==> config.mk <==
export PLATFORM = sky130hd
export DESIGN_NAME = writeback_arbiter
export DESIGN_NICKNAME = d
export VERILOG_FILES = /design/src/rtl/writeback_arbiter.sv
export SDC_FILE = /design/constraint.sdc
export NUM_CORES = 1
export LEC_CHECK = 0
export BUFFER_PORTS_ARGS = -buffer_cell sky130_fd_sc_hd__buf_4
export CORE_MARGIN = 2
export CORE_UTILIZATION = 53
export CTS_CLUSTER_DIAMETER = 120
export CTS_CLUSTER_SIZE = 40
export DETAILED_ROUTE_END_ITERATION = 8
export GPL_TIMING_DRIVEN = 0
export PLACE_DENSITY = 0.79
export SLEW_MARGIN = 20
export SYNTH_ARGS = -nofsm -noshare
export SYNTH_HDL_FRONTEND = slang
export SYNTH_SLANG_ARGS = --single-unit
==> constraint.sdc <==
create_clock -name clk -period 3.6 [get_ports clk]
set_input_delay 0.18 -clock clk [delete_from_list [all_inputs] [get_ports clk]]
set_output_delay 0.18 -clock clk [all_outputs]
set_load 0.05 [all_outputs]
==> src/rtl/writeback_arbiter.sv <==
// Write-back arbiter: merges the single-cycle ALU result stream and a
// buffered long-latency (load/divide) result stream onto one register-file
// write port, and tracks which registers still await a long-latency result.
module writeback_arbiter (
  input  logic        clk,
  input  logic        rst,
  input  logic        alu_valid,
  input  logic [4:0]  alu_rd,
  input  logic [31:0] alu_data,
  input  logic        ml_valid,
  input  logic [4:0]  ml_rd,
  input  logic [31:0] ml_data,
  output logic        ml_ready,
  input  logic        pend_set,
  input  logic [4:0]  pend_rd,
  output logic        reg_write,
  output logic [4:0]  write_reg,
  output logic [31:0] write_data,
  output logic [31:0] pending
);

  // Two-entry result buffer for the long-latency unit.
  logic [4:0]  fifo_rd_mem   [2];
  logic [31:0] fifo_data_mem [2];
  logic        wr_ptr_reg;
  logic        rd_ptr_reg;
  logic [1:0]  count_reg;
  logic [1:0]  count_next;

  logic        push;
  logic        pop;
  logic [4:0]  head_rd;
  logic [31:0] head_data;

  logic        reg_write_reg;
  logic [4:0]  write_reg_reg;
  logic [31:0] write_data_reg;

  // Register 0 is never pending, so only bits 31..1 carry state.
  logic [31:1] pending_reg;

  // Readiness depends only on the registered count, never on this cycle's pop,
  // which keeps ml_ready free of any combinational path from alu_valid.
  assign ml_ready  = (count_reg < 2'd2);
  assign push      = ml_valid && ml_ready;
  // The ALU has no backpressure, so it always wins; the buffer drains only
  // in cycles the ALU leaves idle.
  assign pop       = !alu_valid && (count_reg != 2'd0);
  assign head_rd   = fifo_rd_mem[rd_ptr_reg];
  assign head_data = fifo_data_mem[rd_ptr_reg];

  // Count update; a simultaneous push and pop leaves the occupancy unchanged.
  always_comb begin
    count_next = count_reg;
    case ({push, pop})
      2'b10:   count_next = count_reg + 2'd1;
      2'b01:   count_next = count_reg - 2'd1;
      default: count_next = count_reg;
    endcase
  end

  // Buffer storage; contents need no reset because count gates visibility.
  always_ff @(posedge clk) begin
    if (push) begin
      fifo_rd_mem[wr_ptr_reg]   <= ml_rd;
      fifo_data_mem[wr_ptr_reg] <= ml_data;
    end
  end

  // Buffer pointers and occupancy; reset discards any buffered results.
  always_ff @(posedge clk or posedge rst) begin
    if (rst) begin
      wr_ptr_reg <= 1'b0;
      rd_ptr_reg <= 1'b0;
      count_reg  <= 2'd0;
    end else begin
      if (push) wr_ptr_reg <= ~wr_ptr_reg;
      if (pop)  rd_ptr_reg <= ~rd_ptr_reg;
      count_reg <= count_next;
    end
  end

  // Registered write port; address/data hold when nothing is selected, and a
  // selected result targeting r0 is consumed without asserting the enable.
  always_ff @(posedge clk or posedge rst) begin
    if (rst) begin
      reg_write_reg  <= 1'b0;
      write_reg_reg  <= 5'd0;
      write_data_reg <= 32'd0;
    end else if (alu_valid) begin
      reg_write_reg  <= (alu_rd != 5'd0);
      write_reg_reg  <= alu_rd;
      write_data_reg <= alu_data;
    end else if (pop) begin
      reg_write_reg  <= (head_rd != 5'd0);
      write_reg_reg  <= head_rd;
      write_data_reg <= head_data;
    end else begin
      reg_write_reg  <= 1'b0;
    end
  end

  // Per-register pending bits: set by issue, cleared when the matching
  // long-latency result leaves the buffer; a same-edge set takes priority.
  // ALU writes deliberately do not touch these bits.
  generate
    for (genvar gi = 1; gi < 32; gi++) begin : g_pending
      always_ff @(posedge clk or posedge rst) begin
        if (rst) begin
          pending_reg[gi] <= 1'b0;
        end else if (pend_set && (pend_rd == 5'(gi))) begin
          pending_reg[gi] <= 1'b1;
        end else if (pop && (head_rd == 5'(gi))) begin
          pending_reg[gi] <= 1'b0;
        end
      end
    end
  endgenerate

  assign reg_write  = reg_write_reg;
  assign write_reg  = write_reg_reg;
  assign write_data = write_data_reg;
  assign pending    = {pending_reg, 1'b0};

endmodule

Yosys cells after proc, flatten, opt, wreduce, memory -nomap -nowiden
Memory sizes are Yosys's and may differ from the RTL's. Index checks and enable logic that the tools add are counted.

Memories: 2. Logic and storage cells: 280. Bits in registers: 73. Output and inout port bits: 71. Bits in writable memories: 74.

Reductions and logical operators: 101. $add $sub $neg: 2. Equality and inequality tests: 64. $lt $le $gt $ge: 1. Bitwise gates (word level): 2. Muxes and demuxes: 71.

Memory list: fifo_data_mem (words 2, width 32, rd ports 1, clocked after memory_dff 0, wr ports 1, line 24) `logic [31:0] fifo_data_mem [2];`; fifo_rd_mem (words 2, width 5, rd ports 1, clocked after memory_dff 0, wr ports 1, line 23) `logic [4:0] fifo_rd_mem [2];`.

Operators by type and width (count): $eq 5x5->1 const B (32); $eq 5x4->1 const B (16); $reduce_bool 2->1 (34); $mux 1 (66); $logic_and 1x1->1 (64); $mux 32 (2); $eq 5x3->1 const B (8); $eq 5x2->1 const B (4); $eq 5x1->1 const B (2); $mux 5 (2); $reduce_bool 5->1 (2); $pmux 2 s2 (1); $add 2x1->2 const B (1); $eq 2x1->1 const B (1); $eq 2x2->1 const B (1); $lt 2x2->1 const B (1); $not 1->1 (2); $sub 2x1->2 const B (1); $logic_not 1->1 (1).

Logic depth before layout (Yosys ltp)
Gate-level depths: netlist of the first run.

Depth after elaboration: 5. Depth in mapped cells: 8.

Least setup slack after synthesis of the first run
OpenSTA, ideal clock, no wires.

Path type: register -> register. Start: reg count_reg[1]. End: mem fifo_data_mem[0][0], enable pin. Data arrival time: 2578 ps. Clock period less this slack: 3009 ps. Data required time: 3169 ps. Setup time: 431 ps. Setup slack: 591 ps. Cell stages (with the launch flop): 4. Cells stage by stage: dfrtp_1 -> inv_1 -> nand2_1 -> nor2_1.

Word-level cells in the longest chain between the ends: 4.

RTL lines: start: declaration (line 27) `logic [1:0] count_reg;`; start signal: assignment (line 79) `count_reg <= count_next;`; $lt 2x2->1 (line 44) `assign ml_ready = (count_reg < 2'd2);`; named net ml_ready (line 13) `output logic ml_ready,`; $logic_and 1x1->1 (line 45) `assign push = ml_valid && ml_ready;`; $mux 1 (line 64) `if (push) begin`; $mux 1 (not written as such) (line 66) `fifo_data_mem[wr_ptr_reg] <= ml_data;`; end: declaration (line 24).

The timed path passes the listed nets, and every way through them passes these cells.

Final worst setup path of the first run
Start: reg count_reg[0]. End: reg count_reg[1].

Word-level cells in the longest chain between the ends: 4. Elaborated cells between the ends (all ways): 10. Those cells by class: add/sub (2); order compare (1); eq/ne (2); mux (1); reduce/logical (4).

RTL lines: $reduce_bool 2->1 (*) (line 48) `assign pop = !alu_valid && (count_reg != 2'd0);`; $logic_and 1x1->1 (*) (line 48); named net pop (line 31) `logic pop;`; $eq 2x1->1 / $eq 2x2->1 (equally long branches) (line 55) `case ({push, pop})`; $pmux 2 s2 / $reduce_bool 2->1 (equally long branches).

The timed path passes the listed nets; every way through them passes the cells marked *. A chain may end at the register's enable or synchronous reset.

==> impl.org, run 1 <==
** Critical path
- The cell that appears most often on the critical path is sky130_fd_sc_hd__xnor2_1.
- Critical setup path kind :: flip-flop to flip-flop
- Worst Path Buf+Inv :: 3
- STA classifies the critical path startpoint as a flip-flop.
- For the worst setup path, the data required time is 3.91 ns.
- Traced cell by cell, the critical path runs through buf_2 -> o21bai_2 -> buf_4 -> inv_1 -> ha_1 -> xnor2_1 -> nor2_1 -> xnor2_1.
- WP data arrival :: 2.11 ns
- Largest delay contributor family on the critical path :: buffers and inverters
- Slowest CP cell :: sky130_fd_sc_hd__dfrtp_1
- Setup crit end :: count_reg[1]
- Launching instance or port of the critical path :: count_reg[0]
- Across all register-to-register paths, the minimum setup slack is 1.80 ns.
- Path depth of the worst reg2reg path :: 8
- STA classifies the critical path endpoint as a flip-flop.
- CP Depth :: 8
- End of the worst register-to-register path :: count_reg[1]
- Highest cell delay on the worst timing path :: 0.36 ns
- The worst register-to-register path begins at count_reg[0].
- Along the worst path, the maximum fanout reaches 10.

** Synthesis
- Count of state elements after synthesis :: 147
- The cell count after synthesis came out at 476.
- Each instance of the synthesized netlist takes up on average 13.4 um^2.
- Sequential-to-total area share from yosys stat :: 63.5%
- Yosys warnings :: 0
- Number of distinct standard cells referenced by the synthesized netlist :: 39
- When the netlist entered floorplanning its net count stood at 561.
- Post-synth top area share :: 34.9%
- Sorting the synthesized cells by area gives the leading types as sky130_fd_sc_hd__edfxtp_1, sky130_fd_sc_hd__dfrtp_1, sky130_fd_sc_hd__mux2_2.
- Cell Area, Synth :: 6370 um^2
- The largest total area in the synthesized netlist belongs to sky130_fd_sc_hd__edfxtp_1.

** Power and ir drop
- The completed layout was analyzed and its total power is 0.00655 W.
- Power density relative to cell area :: 720 nW/um^2
- Lkg Pwr :: 3.82 nW
- IR analysis of the VDD net gives a maximum drop of 0.000589 V.

** STA
- The final max-slew violation count is 0.
- Setup violations remaining at the end of the flow were counted as 0.
- Setup repair after global routing left no endpoint under its margin.
- In the finished design, the share of the clock period the worst path needs comes to 49.9%.
- Between clock sinks in the finished design, the worst skew comes to 0.00773 ns.
- The worst pin sits at a relative slew slack of 47.4%.
- Counting I/O delays and the setup requirement, the final critical path takes 1.80 ns.
- Transition time at the pin with the least slew margin :: 0.779 ns
- Maximum clock frequency :: 557 MHz
- Final TNS setup :: 0 ns
- The count of final hold-check violations is 0.

** Global route
- Total routing resource utilization after global routing :: 28.6%
- Wire length of the first global-routing pass :: 28100 um
- M1 GR Usage :: 34.7%
- The number of global-route vias before repair came to 5391.
- Congestion Overflow GR :: 0
- For this run, global-route usage on met2 was measured as 48.3%.
- GRT Max-Usage Layer :: met2
- Global routing consumed, on the met3 layer, 8.45% of the routing resources.
- The initial antenna violation count was 0.
- Entering global routing, the biggest net connects 40 pins.

** Clock network
- The tree built by TritonCTS fans out to 147 sinks.
- Max H-tree Level :: 4
- TritonCTS clock tree :: built
- Quantity of gates resized following cts :: 0
- Buffer depth of the longest clock path :: 2
- After clock tree synthesis, the clock-pin slew on the worst setup and hold paths is 0.06 ns.
- Insertion delay of the later-clocked pin in the worst-skew pair :: 0.42 ns
- Counting the buffers created by CTS gives 17.
- The tree is rooted in a sky130_fd_sc_hd__clkbuf_16.

** Layout
- Final non-filler cell area :: 9100 um^2
- Of the cells placed in the final design, the portion with a size suffix greater than 1 is 34.6%.
- After filler insertion, the fill cell instance count of the layout stands at 712.
- The finished layout holds 883 standard cells, fillers aside.
- Once layout is complete, the utilization of the core stands at 76.8%.
- From synthesis to final layout, the design area changed by 42.8%.
- Summing all multi-input logic gate instances after layout gives 2030 um^2.
- Leaving out fill and tap cells, the most frequent cell in the layout is sky130_fd_sc_hd__buf_4.
- Most frequent cells in the layout :: sky130_fd_sc_hd__buf_4, sky130_fd_sc_hd__edfxtp_1, sky130_fd_sc_hd__dfrtp_1, sky130_fd_sc_hd__dlygate4sd3_1, sky130_fd_sc_hd__o21ai_0
- The number of antenna diodes in the final layout is 0.
- Max reg flops :: 64
- Summing all flip-flop and latch instances after layout gives 4050 um^2.
- The final layout contains 808 nets.

** Placement
- Port buffering added 152 buffers.
- In this run, placement finished with an instance count of 778.
- Total half-perimeter wirelength after legalization and detailed placement :: 10900 um
- Placer's final routability congestion estimate :: 0.882
- Placement Cell Area :: 7770 um^2

** Floorplanning
- The initial utilization of the core area, before any placement, comes to 53.7%.
- Total number of placement rows :: 40
- The floorplan step set the die width to 114 um.
- In this run the vertical extent of the chip is 114 um.
- The floorplan step defined a die boundary enclosing 12900 um^2.
- 155 I/O pins were placed.
- The core region is 11900 um^2.

** Detailed routing
- Number of vias per cell :: 5.71
- In this run the remaining antenna-violating nets after routing total 0.
- The first TritonRoute pass finished after 5 iterations.
- Drt initial violations :: 344
- The final route contains 5039 vias.
- In the routed design, unresolved DRC markers number 0.
- Routed len/inst :: 20.3 um
- Total wirelength of the detailed-routed design :: 17900 um

** Min path
- Worst hold path type :: input pin to flip-flop
- Number of cells traversed by the worst hold path :: 3

** Run
- Max-cap violations in this run came to 0.

** Outcome
- Run status :: complete, no violations
-- cell type report --
type	count	share of cell area, %
Sequential cell	147	44.5
Multi-Input combinational cell	266	22.3
Timing Repair Buffer	228	21.2
Clock buffer	18	4.82
Tap cell	147	2.02
Buffer	29	1.95
Clock inverter	14	1.79
Inverter	34	1.43
-- worst min path at each step --
stage	start	to	slack (ns)
global route	alu_data[22]	write_data[22]	0.03
global placement	ml_data[9]	fifo_data_mem[0][9]	0.37
detailed placement	rst	write_data[18]	0.25
finish	alu_data[20]	write_data[20]	0.03
CTS	alu_data[20]	write_data[20]	0.02
floorplan	ml_data[0]	fifo_data_mem[0][0]	0.28
-- where the power goes --
part | leakage, nW | internal [W] | total (W) | switching (W)
combinational | 2.09 | 0.000988 | 0.00246 | 0.00147
clock | 0.279 | 0.00110 | 0.00179 | 0.000693
sequential | 1.45 | 0.00212 | 0.00229 | 0.000175
total | 3.82 | 0.00421 | 0.00655 | 0.00234
-- routing by layer --
metal / vias up / wire [um]
li1: 2260 / -
met1: 2508 / 7000
met2: 234 / 9210
met3: 37 / 1280
met4: 0 / 416
met5: - / 0
-- per-stage QoR --
| step | hold WS, ns | setup WS [ns] |
|---|---|---|
| after floorplan | 0.279 | 0.591 |
| after global placement | 0.365 | -0.181 |
| after detailed placement | 0.255 | 1.83 |
| after CTS | 0.0169 | 1.81 |
| after global routing | 0.0347 | 1.73 |
| final | 0.0312 | 1.80 |
-- cells in the mapped netlist (all sizes together) --
cell type  instances
dfrtp             73
nand3b             6
nand2b             1
nor2b              2
nand3              2
buf               20
or3b               6
a211oi             9
a22oi              1
mux2i             37
and4b              3
o21ai             68
nor4b              1
nor4bb             3
and2               1
xnor2              5
a32oi             31
or4                1
o211ai             2
nand2             39
or3                2
o21bai             1
ha                 1
conb               1
and4               1
clkbuf             9
nor2               4
and3               1
mux2              37
edfxtp            74
inv               34
-- worst reg2reg max path, cell delays in order (launching register included) --
cell and delay [ns]:
sky130_fd_sc_hd__dfrtp_1 0.36, sky130_fd_sc_hd__buf_2 0.16, sky130_fd_sc_hd__o21bai_2 0.28, sky130_fd_sc_hd__buf_4 0.27, sky130_fd_sc_hd__inv_1 0.06, sky130_fd_sc_hd__ha_1 0.18
sky130_fd_sc_hd__xnor2_1 0.17, sky130_fd_sc_hd__nor2_1 0.07, sky130_fd_sc_hd__xnor2_1 0.13
-- cell families (layout without fill, tap and decap cells) --
kind of cell	count (synthesis)	count (layout)	synth area share (%)
buf+inv	63	323	4.79
fa+ha+maj	1	1	0.196
mux	74	74	12.5
xor+xnor	5	5	0.687
simple gates	73	73	6.40
compound gates	112	112	11.9
flops	147	147	63.5
other cells	1	1	0.0588
-- timing repair --
action / CTS / global route
endpoints found under the hold margin: 143 / 0
setup buffers: 0 / 0
hold buffers: 73 / 0
Power figures use the tool's default switching activity.
==> inputs of run 2 (changes only) <==
- ABC_AREA: unset -> 1
- CORE_UTILIZATION: 53 -> 48
- PLACE_DENSITY: 0.79 -> 0.76
- clock period: 3.6 -> 1.48 ns (I/O delays scaled with it)
==> impl.org, run 2 <==
** Critical path
- Kind of start point of the critical path :: flip-flop
- WP data arrival :: 1.77 ns
- The worst setup path is captured at a flip-flop.
- Following the worst setup path forward leads to its endpoint at reg_write.
- Walking the worst path, the cells encountered are inv_4 -> buf_8 -> nand2_1 -> nand2_2 -> nor2_4 -> nand2_2 -> nand2_2 -> nand3_2.
- Path depth of the worst reg2reg path :: 8
- Slowest CP cell :: sky130_fd_sc_hd__dfrtp_2
- Crit-path max FO :: 8
- End of the worst register-to-register path :: reg_write
- The most critical setup path has its startpoint at rd_ptr_reg.
- The worst register-to-register path begins at rd_ptr_reg.
- The worst register-to-register path has a setup slack of 0.0005 ns.
- The setup path with the least slack is of type flip-flop to flip-flop.
- Most prevalent standard cell on the critical path :: sky130_fd_sc_hd__nand2_2
- STA puts the critical path data required time at 1.77 ns.
- CP Depth :: 8
- Together, buffers and inverters on the worst path number 2.
- Highest cell delay on the worst timing path :: 0.45 ns
- Largest delay contributor family on the critical path :: simple AND/OR/NAND/NOR gates

** Power and ir drop
- Reg power frac :: 31.5%
- Power spread over the standard cell area amounts to 2150 nW/um^2.
- Net switching is 43.2% of the power.
- The analysis attributes to cell leakage a power of 4.19 nW.
- Max IR drop VDD :: 0.00114 V
- For this design the total switching power over the nets is 0.00881 W.
- In this run, the combinational gates consume 46.5% of the power.
- Share of power burned in the clock network :: 22.0%
- Internal power of the cells :: 0.0116 W

** Clock network
- TritonCTS built the clock tree.
- Number of clock sinks :: 147
- Number of CTS-inserted buffers :: 17
- Insertion delay of the later-clocked pin in the worst-skew pair :: 0.42 ns
- Max H-tree Level :: 4
- The root buffer cell chosen for the clock tree is sky130_fd_sc_hd__clkbuf_16.
- Clock transition at the registers of the reported paths :: 0.06 ns
- The longest clock path from root to sink contains 2 buffers.

** Min path
- The min-delay analysis places its worst path in the category input pin to flip-flop.

** Layout
- Cells fill 75.4% of the core in the end.
- Summing all non-filler instances in the final layout gives an area of 9480 um^2.
- Diodes inserted :: 0
- Share of post-route cells with drive strength above 1 :: 32.1%
- In the final design database the tool counted 975 nets.
- Most common library cell in the layout ignoring fill and taps :: sky130_fd_sc_hd__nand2_1
- Most frequent cells in the layout :: sky130_fd_sc_hd__nand2_1, sky130_fd_sc_hd__buf_4, sky130_fd_sc_hd__dlygate4sd3_1, sky130_fd_sc_hd__edfxtp_1, sky130_fd_sc_hd__dfrtp_1
- Max reg flops :: 64
- Compared with the post-synthesis result, the final layout area differs by 53.7%.

** Floorplanning
- The die is 117 um wide.
- Count of boundary I/O pins :: 155
- Die Ht :: 117 um
- Total number of placement rows :: 41
- Placeable core region :: 12600 um^2
- For this configuration, the core starts out at a cell density of 49.1%.
- The die covers 13800 um^2.

** Detailed routing
- After detailed routing, the average wire length per cell comes to 16.7 um.
- Number of remaining DRC errors :: 0
- Via count :: 5646
- The pre-antenna-repair detailed-routing pass consisted of 7 iterations.
- Total wirelength of the detailed-routed design :: 18000 um
- The detail route stage leaves a number of antenna-violating nets equal to 0.
- For this block, the initial DRC count from the detailed router was 474.
- Number of vias per cell :: 5.25

** Global route
- Congestion Overflow GR :: 0
- Initial antenna violation count :: 0
- The first global-routing pass estimated 28000 um of wire.
- The number of global-route vias before repair was 5617.
- Total routing resource utilization after global routing :: 25.9%
- Largest net degree at the start of global routing :: 34

** STA
- On the final layout, the worst clock skew is 0.00861 ns.
- Fraction of the cycle the final worst path needs :: 100%
- Final TNS setup :: 0 ns
- Subtracting the final worst setup slack from the clock period gives 1.48 ns.
- Setup slack closes at 0.000451 ns.
- For the pin with the worst max-slew slack, the measured transition is 0.593 ns.
- Setup repair after global routing could not meet its margin everywhere.
- Timing would allow up to 676 MHz.
- The final max-slew violation count is 0.
- Hold is met by 0.0326 ns.
- In this run the tightest slew margin relative to its limit is 60.5%.
- Final hold vios :: 0
- Setup violations remaining at the end of the flow were counted as 0.

** Synthesis
- Yosys top cell by area :: sky130_fd_sc_hd__edfxtp_1
- Yosys warnings :: 0
- Number of distinct standard cells referenced by the synthesized netlist :: 25
- Most used flip-flop cell after synthesis :: sky130_fd_sc_hd__edfxtp_1
- Cells taking the most area after synthesis :: sky130_fd_sc_hd__edfxtp_1, sky130_fd_sc_hd__dfrtp_1, sky130_fd_sc_hd__nand2_1
- Cell Area, Synth :: 6170 um^2
- Sequential-to-total area share from yosys stat :: 65.6%
- After synthesis the netlist holds a flip-flop and latch count of 147.
- Number of nets in the synthesized netlist :: 701
- Yosys mapped a number of flops with a built-in enable equal to 74.
- Synthesis produced 616 cells.
- By instance count, the leading cell after synthesis is sky130_fd_sc_hd__nand2_1.
- After synthesis, the most frequently instantiated cells are sky130_fd_sc_hd__nand2_1, sky130_fd_sc_hd__edfxtp_1, sky130_fd_sc_hd__dfrtp_1.
- Of the post-synthesis cell area, the dominant cell type holds 36.0%.
- After synthesis, the mean cell area works out to 10.0 um^2.
- Of all flip-flops after synthesis, the portion carrying an async set or reset was 49.7%.

** Outcome
- The flow ran to the end, and the final reports show no timing, DRC or antenna violations.

** Placement
- Placer's final routability congestion estimate :: 0.906
- OpenSTA, run right after detailed placement, puts the worst setup slack at -0.692 ns.
- Buffers on Ports :: 153
- After detailed placement, the total cell area comes to 7610 um^2.
- Total half-perimeter wirelength after legalization and detailed placement :: 11000 um

** Run
- Number of maximum-capacitance violations :: 0
## run 2: cell types whose count changed in the layout (fill, tap and decap cells not counted), sizes merged, moves of 9 or more
cell    delta
buf       +15
nor2      +49
nand3     +36
nand2    +203
mux2      -37
a32oi     -31
inv       -12
or2       +16
mux2i     -37
a211oi     -9
o21ai     -20
o211ai    +17
## run 2: worst min-delay path: cells and delay by family
family,cells,cell delay [ns]
buf+inv,1,0.08
compound gates,2,0.25
## run 2: worst min path at each step
| stage | startpoint | to | cells after the start |
|---|---|---|---|
| after global placement | ml_data[31] | fifo_data_mem[0][31] | 1 |
| final | alu_data[31] | write_data[31] | 3 |
| after global routing | alu_data[31] | write_data[31] | 3 |
| after detailed placement | rst | write_data[12] | 2 |
| after CTS | ml_valid | wr_ptr_reg | 3 |
| after floorplan | ml_data[0] | fifo_data_mem[0][0] | 0 |
## run 2: what timing repair did
action | 4_1_cts | 5_1_grt
pin swaps | 6 | 25
setup buffers | 7 | 13
hold buffers | 78 | 0
cloned | 2 | 0
hold endpoints to repair | 154 | 0
gates resized for setup | 20 | 48
setup endpoints to repair | 127 | 55
## run 2: cells by family after synthesis
| group | Yosys count | synth area share [%] |
|---|---|---|
| buffers and inverters | 48 | 3.39 |
| DFF | 147 | 65.6 |
| adders and majority gates | 1 | 0.203 |
| AOI/OAI and AO/OA | 68 | 6.35 |
| other | 1 | 0.0608 |
| and+or+nand+nor | 347 | 23.8 |
| xor gates and xnor gates | 4 | 0.568 |
## run 2: final cells by class
class / instances / area, um^2
sequential: 147 / 4050
clock inverter: 10 / 155
buffer: 24 / 155
tap: 172 / 215
inverter: 24 / 108
timing repair buffer: 253 / 2210
clock buffer: 22 / 464
fill: 800 / 3090
multi-input combinational: 423 / 2120
## run 2: power groups by stage
stage | Sequential (W) | Combinational, W | Clock, W
2_1_floorplan | 0.00923 | 0.00268 | 0
3_3_place_gp | 0.00634 | 0.00806 | 0
3_5_place_dp | 0.00640 | 0.00821 | 0
4_1_cts | 0.00637 | 0.00879 | 0.00453
5_1_grt | 0.00653 | 0.0100 | 0.00471
6_report | 0.00642 | 0.00949 | 0.00449
## run 2: layer usage
metal	GRT usage, %	wire [um]	vias up
met5	0	0	-
li1	-	-	2580
met1	32.2	6940	2727
met2	43.6	9200	281
met4	11.2	605	0
met3	5.74	1240	58
## run 2: metrics by stage
step | cells | power, W
detailed placement | 943 | 0.0146
floorplan | 616 | 0.0119
CTS | 1062 | 0.0197
global route | 1075 | 0.0213
global placement | 941 | 0.0144
finish | 1075 | 0.0204
